--- src/rtl/intt_addrgen_if.sv ---
// Operand-read / write-back bus between the INTT address generator and its user.
// The master side drives start/valid; the slave side (the generator) drives everything else.
interface intt_addrgen_if #(
    parameter int unsigned LOG_N = 8
);
    logic               start;
    logic               valid;
    logic               rd_en;
    logic [LOG_N-1:0]   rd_addr_a;
    logic [LOG_N-1:0]   rd_addr_b;
    logic [LOG_N-2:0]   tw_addr;
    logic               last_stage;
    logic               wr_en;
    logic [LOG_N-1:0]   wr_addr_a;
    logic [LOG_N-1:0]   wr_addr_b;
    logic [4:0]         stage;
    logic               busy;
    logic               done;

    modport master (
        output start, valid,
        input  rd_en, rd_addr_a, rd_addr_b, tw_addr, last_stage,
        input  wr_en, wr_addr_a, wr_addr_b, stage, busy, done
    );

    modport slave (
        input  start, valid,
        output rd_en, rd_addr_a, rd_addr_b, tw_addr, last_stage,
        output wr_en, wr_addr_a, wr_addr_b, stage, busy, done
    );
endinterface

--- src/rtl/intt_addrgen.sv ---
// Gentleman-Sande inverse-NTT address generator: issues butterfly operand reads stage by
// stage and replays them as write-back addresses after the butterfly pipeline latency.
module intt_addrgen #(
    parameter int unsigned LOG_N   = 8,
    parameter int unsigned BFU_LAT = 4
) (
    input  logic          clk,
    input  logic          reset,
    intt_addrgen_if.slave bus
);
    localparam int unsigned AW   = LOG_N;
    localparam int unsigned TW   = LOG_N - 1;
    localparam int unsigned BW   = LOG_N - 1;
    localparam int unsigned SW   = 5;
    localparam int unsigned CW   = 4;
    localparam int unsigned HALF = 1 << (LOG_N - 1);

    typedef enum logic [1:0] {IDLE, READ, DRAIN, DONE} state_t;

    state_t        state_q, state_d;
    logic [SW-1:0] stage_q, stage_d;
    logic [BW-1:0] bf_q, bf_d;
    logic [CW-1:0] cnt_q, cnt_d;

    // State register
    always_ff @(posedge clk) begin
        if (reset) begin
            state_q <= IDLE;
            stage_q <= '0;
            bf_q    <= '0;
            cnt_q   <= '0;
        end else begin
            state_q <= state_d;
            stage_q <= stage_d;
            bf_q    <= bf_d;
            cnt_q   <= cnt_d;
        end
    end

    // Next-state: stage/butterfly sequencing and fixed-length drain between stages
    always_comb begin
        state_d = state_q;
        stage_d = stage_q;
        bf_d    = bf_q;
        cnt_d   = cnt_q;
        case (state_q)
            IDLE: begin
                if (bus.start) begin
                    state_d = READ;
                    stage_d = '0;
                    bf_d    = '0;
                end
            end
            READ: begin
                if (bus.valid) begin
                    bf_d = bf_q + BW'(1);
                    if (bf_q == BW'(HALF - 1)) begin
                        state_d = DRAIN;
                        cnt_d   = '0;
                    end
                end
            end
            DRAIN: begin
                if (cnt_q == CW'(BFU_LAT - 1)) begin
                    cnt_d = '0;
                    if (stage_q == SW'(LOG_N - 1)) begin
                        state_d = DONE;
                    end else begin
                        state_d = READ;
                        stage_d = stage_q + SW'(1);
                        bf_d    = '0;
                    end
                end else begin
                    cnt_d = cnt_q + CW'(1);
                end
            end
            DONE: begin
                state_d = IDLE;
                stage_d = '0;
            end
            default: state_d = IDLE;
        endcase
    end

    logic          in_read;
    logic [AW-1:0] bf_ext;
    logic [AW-1:0] lo_mask;
    logic [AW-1:0] addr_a;
    logic [AW-1:0] span;
    logic [SW-1:0] tw_shift;

    // Read-side addresses; all zero outside READ so idle outputs stay quiet
    always_comb begin
        in_read  = (state_q == READ);
        bf_ext   = AW'(bf_q);
        span     = AW'(1) << stage_q;
        lo_mask  = span - AW'(1);
        addr_a   = ((bf_ext >> stage_q) << (stage_q + SW'(1))) + (bf_ext & lo_mask);
        tw_shift = SW'(LOG_N - 1) - stage_q;

        bus.rd_en      = in_read & bus.valid;
        bus.rd_addr_a  = in_read ? addr_a : '0;
        bus.rd_addr_b  = in_read ? addr_a + span : '0;
        bus.tw_addr    = in_read ? TW'((bf_ext & lo_mask) << tw_shift) : '0;
        bus.last_stage = in_read && (stage_q == SW'(LOG_N - 1));
        bus.stage      = stage_q;
        bus.busy       = (state_q == READ) || (state_q == DRAIN);
        bus.done       = (state_q == DONE);
    end

    logic [BFU_LAT-1:0] wen_q;
    logic [AW-1:0]      wa_q [BFU_LAT];
    logic [AW-1:0]      wb_q [BFU_LAT];

    // Write-back delay line; addresses are stored pre-gated so bubbles carry zero addresses
    always_ff @(posedge clk) begin
        if (reset) begin
            for (int i = 0; i < int'(BFU_LAT); i++) begin
                wen_q[i] <= 1'b0;
                wa_q[i]  <= '0;
                wb_q[i]  <= '0;
            end
        end else begin
            wen_q[0] <= bus.rd_en;
            wa_q[0]  <= bus.rd_en ? bus.rd_addr_a : '0;
            wb_q[0]  <= bus.rd_en ? bus.rd_addr_b : '0;
            for (int i = 1; i < int'(BFU_LAT); i++) begin
                wen_q[i] <= wen_q[i-1];
                wa_q[i]  <= wa_q[i-1];
                wb_q[i]  <= wb_q[i-1];
            end
        end
    end

    always_comb begin
        bus.wr_en     = wen_q[BFU_LAT-1];
        bus.wr_addr_a = wa_q[BFU_LAT-1];
        bus.wr_addr_b = wb_q[BFU_LAT-1];
    end
endmodule

--- src/flat_wrapper.sv ---
// flat-port wrapper written by rule: the top's interface ports become plain ports
module intt_addrgen_flat 
#(
    parameter int unsigned LOG_N   = 8,
    parameter int unsigned BFU_LAT = 4
)
  (clk, reset, bus_start, bus_valid, bus_rd_en, bus_rd_addr_a, bus_rd_addr_b, bus_tw_addr, bus_last_stage, bus_wr_en, bus_wr_addr_a, bus_wr_addr_b, bus_stage, bus_busy, bus_done);
  intt_addrgen_if #(.LOG_N(LOG_N)) bus_i ();
  input  logic clk;
  input  logic reset;
  input wire logic [$bits(bus_i.start)-1:0] bus_start;
  input wire logic [$bits(bus_i.valid)-1:0] bus_valid;
  output wire logic [$bits(bus_i.rd_en)-1:0] bus_rd_en;
  output wire logic [$bits(bus_i.rd_addr_a)-1:0] bus_rd_addr_a;
  output wire logic [$bits(bus_i.rd_addr_b)-1:0] bus_rd_addr_b;
  output wire logic [$bits(bus_i.tw_addr)-1:0] bus_tw_addr;
  output wire logic [$bits(bus_i.last_stage)-1:0] bus_last_stage;
  output wire logic [$bits(bus_i.wr_en)-1:0] bus_wr_en;
  output wire logic [$bits(bus_i.wr_addr_a)-1:0] bus_wr_addr_a;
  output wire logic [$bits(bus_i.wr_addr_b)-1:0] bus_wr_addr_b;
  output wire logic [$bits(bus_i.stage)-1:0] bus_stage;
  output wire logic [$bits(bus_i.busy)-1:0] bus_busy;
  output wire logic [$bits(bus_i.done)-1:0] bus_done;
  assign bus_i.start = bus_start;
  assign bus_i.valid = bus_valid;
  assign bus_rd_en = bus_i.rd_en;
  assign bus_rd_addr_a = bus_i.rd_addr_a;
  assign bus_rd_addr_b = bus_i.rd_addr_b;
  assign bus_tw_addr = bus_i.tw_addr;
  assign bus_last_stage = bus_i.last_stage;
  assign bus_wr_en = bus_i.wr_en;
  assign bus_wr_addr_a = bus_i.wr_addr_a;
  assign bus_wr_addr_b = bus_i.wr_addr_b;
  assign bus_stage = bus_i.stage;
  assign bus_busy = bus_i.busy;
  assign bus_done = bus_i.done;
  intt_addrgen #(.LOG_N(LOG_N), .BFU_LAT(BFU_LAT)) u_core (.clk(clk), .reset(reset), .bus(bus_i));
endmodule
--- config.mk ---
export PLATFORM = sky130hd
export DESIGN_NAME = intt_addrgen_flat
export DESIGN_NICKNAME = d
export VERILOG_FILES = /design/src/rtl/intt_addrgen_if.sv /design/src/rtl/intt_addrgen.sv /design/src/flat_wrapper.sv
export SDC_FILE = /design/constraint.sdc
export NUM_CORES = 1
export LEC_CHECK = 0
export CELL_PAD_IN_SITES_DETAIL_PLACEMENT = 1
export CELL_PAD_IN_SITES_GLOBAL_PLACEMENT = 1
export CORE_MARGIN = 3
export CORE_UTILIZATION = 40
export CTS_BUF_LIST = sky130_fd_sc_hd__clkbuf_2
export DETAILED_ROUTE_END_ITERATION = 10
export HOLD_SLACK_MARGIN = 0.03
export PLACE_DENSITY = 0.87
export SYNTH_ARGS = -nofsm -noshare
export SYNTH_HDL_FRONTEND = slang
export SYNTH_SLANG_ARGS = --single-unit
export TNS_END_PERCENT = 50
--- constraint.sdc ---
create_clock -name clk -period 14.2 [get_ports clk]
set_input_delay 3.55 -clock clk [delete_from_list [all_inputs] [get_ports clk]]
set_output_delay 3.55 -clock clk [all_outputs]
set_load 0.1 [all_outputs]
# After elaboration in Yosys (flattened, before gate mapping)
# Memory sizes are Yosys's and may differ from the RTL's.
# Index checks and enable logic that the tools add are counted.
op_classes:
  n_shift: 4
  bitwise: 10
  muxes: 35
  addsub: 7
  eq_ne: 11
  reduce_logical: 10
op_table:
  columns: ["operator", "n"]
  rows:
  - ["$mux 8", 12]
  - ["$mux 7", 5]
  - ["$pmux 7 s3", 1]
  - ["$add 8x8->8", 2]
  - ["$mux 5", 3]
  - ["$pmux 5 s3", 1]
  - ["$mux 4", 3]
  - ["$mux 2", 5]
  - ["$and 7x8->8", 1]
  - ["$ne 2x2->1 const B", 4]
  - ["$or 1x1->1", 8]
  - ["$pmux 2 s4", 1]
  - ["$pmux 4 s2", 1]
  - ["$reduce_and 4->1", 2]
  - ["$shl 1x5->8 const A", 1]
  - ["$shl 8x5->7", 1]
  - ["$shl 8x5->8", 1]
  - ["$shr 7x5->8", 1]
  - ["$sub 8x1->8 const B", 1]
  - ["$add 7x1->7 const B", 1]
  - ["$eq 7x7->1 const B", 1]
  - ["$reduce_bool 3->1", 2]
  - ["$add 5x1->5 const B", 1]
  - ["$eq 5x3->1 const B", 1]
  - ["other kinds (14)", 17]
word_totals:
  out_inout_bits: 49
  memories: 2
  regBits: 22
  elab_cells: 84
  input_bits: 4
  mem_bits_rw: 64
memory_table:
  columns: ["memory", "words", "word_bits", "read_ports", "rd_ports_with_merged_regs", "wr", "line_no", "rtl"]
  rows:
  - ["u_core.wa_q", 4, 8, 4, 0, 4, "intt_addrgen.sv:112", "logic [AW-1:0] wa_q [BFU_LAT];"]
  - ["u_core.wb_q", 4, 8, 4, 0, 4, "intt_addrgen.sv:113", "logic [AW-1:0] wb_q [BFU_LAT];"]

# Longest topological paths before layout
logic_depth:
  ltp_word: 8
  depth_mapped: 22
  ltp_nobuf: 20

# Worst setup path after synthesis
# Ideal clock, no wire load.
synth_timing:
  kind: "register to output"
  startpoint: "reg u_core.stage_q[0] (netlist: u_core.bus.stage[0])"
  endpoint: "out bus_rd_addr_b[7]"
  setup_slack_ns: 4.189
  path_stages_with_launch: 23
  n_path_buf: 5
  t_arrival_ns: 6.461
  cell_sequence: "dfxtp_1 -> buf_4 -> buf_2 -> buf_1 -> buf_1 -> nand3_1 -> ha_1 -> clkbuf_1 -> xor2_1 -> and2_1 -> ha_1 -> nor2b_1 -> o21ai_0 -> nand2b_1 -> xor2_1 -> ha_1 -> nand3_1 -> o211ai_1 -> nor4_1 -> nor3_1 -> xor2_1 -> xnor3_1 -> nor2_1"
synth_via:
  elab_chain_len: 6
  word_cells_on_any_way: 9
synth_lines:
  columns: ["item", "line_no", "rtl"]
  rows:
  - ["start, declared", "intt_addrgen.sv:21", "logic [SW-1:0] stage_q, stage_d;"]
  - ["start signal, assigned", "intt_addrgen.sv:34", "stage_q <= stage_d;"]
  - ["parallel branches: the longest is 4 deep, another holds $add 8x8->8", null, null]
  - ["$add 8x8->8 (*)", "intt_addrgen.sv:103", "bus.rd_addr_b = in_read ? addr_a + span : '0;"]
  - ["$mux 8 (*)", "intt_addrgen.sv:103", null]
  - ["end, declared", "flat_wrapper.sv:15", "output wire logic [$bits(bus_i.rd_addr_b)-1:0] bus_rd_addr_b;"]
# Every way passes the cells marked *.

# Worst setup path after layout
layout_timing:
  startpoint: "reg u_core.stage_q[1] (netlist: u_core.bus.stage[1])"
  endpoint: "out bus_rd_addr_b[7]"
# The elaborated chain is that of the path after synthesis.

==> impl_metrics.env <==
export IMPL_dieArea_um2=12700
export IMPL_cpMostUsedCell="ha_1"
export IMPL_startpoint_type="flop"
export IMPL_synthCells=529
export IMPL_die_x_um=113
export IMPL_vias=3707
export IMPL_timing_max_cap_violations=0
export IMPL_path_cells="ha_1 > xnor2_1 > nand2_1 > nor4b_1 > ha_1 > inv_1 > fa_1 > nor2b_1 > o21ai_0 > nand2b_1 > xor2_1 > ha_1 > nand3_1 > o211ai_1 > nor4_1 > nor3_1 > xor2_1 > xnor3_1 > nor2_1 > clkdlybuf4s50_1"
export IMPL_fin_nets=578
export IMPL_wl_mm=12.0
export IMPL_worstMarginPinSlew_ps=1000
export IMPL_yosysTopAreaCell="dfxtp_1"
export IMPL_worstSkewPairLatency_ps=550
export IMPL_final_layout_size_suffix_gt1_share_pct=6.14
export IMPL_p_per_area_nw_per_um2=119
export IMPL_coreArea_um2=11000
export IMPL_rsz0062_at_grt="no"
export IMPL_ys_warn_count=0
export IMPL_path_max_fanout=24
export IMPL_floorplan_initialDensity_pct=41.5
export IMPL_crit_buf_inv=2
export IMPL_synthArstFlopShare_pct=0
export IMPL_final_hold_viol_count=0
export IMPL_relSlewSlack_pct=32.9
export IMPL_arrival_ps=6780
export IMPL_crit_type="flop to output pin"
export IMPL_ys_flop_type="dfxtp_1"
export IMPL_drc=1
export IMPL_grt_pass1_vias=3744
export IMPL_ant_nets=0
export IMPL_viasPerCell=5.33
export IMPL_yosys_top_cells_area="dfxtp_1 38%, nor2b_1 8.5%, ha_1 6.3%, nor2_1 4.5%, and2_1 3.4%"
export IMPL_synth_top_cell_area_share_pct=37.8
export IMPL_min_path_type="flop to flop"
export IMPL_drt_iter0_drc=215
export IMPL_synth_edf_count=0
export IMPL_ys_ff_latch=86
export IMPL_violations="DRC"
export IMPL_io_buffers=52
export IMPL_drv_slew=0
export IMPL_root_buffer="clkbuf_2"
export IMPL_track_usage_pct=18.8
export IMPL_setup_viol=0
export IMPL_cts_tree="built"
export IMPL_syn_to_final_growth_pct=13.1
export IMPL_rows=38
export IMPL_fin_crit_ps=10330
export IMPL_endpoint_kind="output pin"
export IMPL_netlist_area_um2=4550
export IMPL_crit_slowest_cell="clkdlybuf4s50_1"
export IMPL_synth_top_cells_by_count="86 x dfxtp_1, 62 x nor2b_1, 55 x nor2_1, 31 x nand2_1, 25 x and2_1"
export IMPL_ctsHoldBuffers=0
export IMPL_cpPeakStageDelay_ps=1160
export IMPL_yosysMostFrequentCell="dfxtp_1"
export IMPL_clk_pin_slew_ps=260
export IMPL_fin_skew_ps=27.3
export IMPL_grt_max_degree=66
export IMPL_firstDrtPassIters=4
export IMPL_final_util_pct=46.9
export IMPL_setup_tns_ps=0
export IMPL_r2r_setup_slack_ps=9160
export IMPL_grt_pass1_wl_mm=19.3
export IMPL_p_leak_nw=2.04
export IMPL_clock_sinks=86
export IMPL_synth_seq_area_share_pct=37.8
export IMPL_place_gp_congestion=0.873
export IMPL_cts_max_path_buffers=2
export IMPL_synth_nets=558
export IMPL_h_tree_depth=3
export IMPL_wl_per_cell_um=17.2
export IMPL_cts_buffers=9
export IMPL_yosysUniqueCellTypes=61
export IMPL_required_ps=10650
export IMPL_place_hpwl_mm=8.98
export IMPL_ctsResizeCount=0
export IMPL_path_delay_family="adder cells"
export IMPL_fp_dieH_um=113
export IMPL_timing_fmax_mhz=96.8
export IMPL_postCtsSetupBuffers=0
export IMPL_overflow=0
export IMPL_run_status="complete, but fails checks"
export IMPL_period_share_pct=72.7
export IMPL_io_pins=53
export IMPL_peakVddDrop_mv=0.0788
export IMPL_syn_avg_cell_area_um2=8.61
export IMPL_grt_antenna_before_repair=0
## cell usage in the layout, fill, tap and decap left out, types with 3 or more instances in the layout
cell	n
xnor2_1	11
nor2_1	55
nand4_1	5
dfxtp_1	86
a21oi_1	23
nand3_1	16
nand2b_1	3
nor4_1	4
nor2b_1	62
xor2_1	12
or3_1	4
and3_1	9
inv_1	20
mux2i_1	8
a22oi_1	5
nor3_1	13
o21ai_0	13
a211oi_1	3
clkbuf_2	9
o21bai_1	3
mux2_2	3
clkdlybuf4s50_1	51
nand2_1	31
mux2_1	3
a21o_1	3
and2_1	25
ha_1	23
## through the flow
stage	cells	power [mW]	instance area (µm²)	hold slack, ps	setup WS (ps)
floorplan	529	0.428	4550	414	4190
detailed placement	678	0.479	5010	426	4600
global placement	678	0.470	5010	415	4900
finish	695	0.612	5150	438	3870
CTS	694	0.618	5150	436	3910
global route	694	0.647	5150	431	3380
## flip-flops by register name, indices dropped and copies added (netlist names)
signal	cells
u_core.wa_q	32
u_core.bf_q	7
u_core.cnt_q	4
u_core.wen_q	4
u_core.bus.stage	5
u_core.state_q	2
u_core.wb_q	32
## worst reg2reg max path: stages (launching register included)
cell and delay [ps]:
dfxtp_1 900, ha_1 450, xnor2_1 280, nand2_1 210, nor4b_1 400, ha_1 260
inv_1 70, fa_1 400, nor2b_1 120, o21ai_0 90, nand2b_1 120, xor2_1 100
ha_1 390, nand3_1 100, o211ai_1 240, nor4_1 90, nor3_1 240, xor2_1 180
xnor3_1 270, nor2_1 110
## metal layers
metal	vias up	global-route usage, %	share of wire, %
li1	1800	-	-
met1	1804	23.9	44
met2	87	32.7	50
met3	16	2.73	4.7
met4	0	6.41	1.8
met5	-	0	0
## power breakdown
part           total, mW  leakage, nW  internal, mW  switching (mW)
logic              0.218         1.28        0.0602           0.157
clock network      0.136       0.0738        0.0445          0.0917
registers          0.258        0.693         0.249         0.00894
total              0.612         2.04         0.354           0.258
## cell type report
type	instances	area, µm²
timing repair buffer	54	531
tap	140	175
clock buffer	9	45.0
multi-input combinational	377	2510
inverter	21	78.8
clock inverter	7	90.1
sequential	86	1720
antenna	1	2.50
fill	1314	5830
## kinds of logic (layout without fill, tap and decap cells)
family                   Yosys count  after routing  share of synthesized area (%)
adder cells (fa/ha/maj)           25             25                           7.20
XOR/XNOR                          24             24                           4.92
buffers and inverters             66             91                           7.12
multiplexers                      16             16                           3.87
AO/OA/AOI/OAI                     73             73                           11.2
other                              0              1                              0
AND/OR/NAND/NOR                  239            239                           27.8
flip-flops                        86             86                           37.8
## path summary, 6_finish.rpt
path | cells after the start | end | start
setup / recovery | 20 | bus_rd_addr_b[7] | u_core.bus.stage[1]
hold / removal | 1 | u_core.wb_q[0][18] | u_core.wb_q[0][10]
setup reg to reg | 19 | u_core.wb_q[0][7] | u_core.bus.stage[1]
hold reg to reg | 1 | u_core.wb_q[0][18] | u_core.wb_q[0][10]
Power figures use the tool's default switching activity.
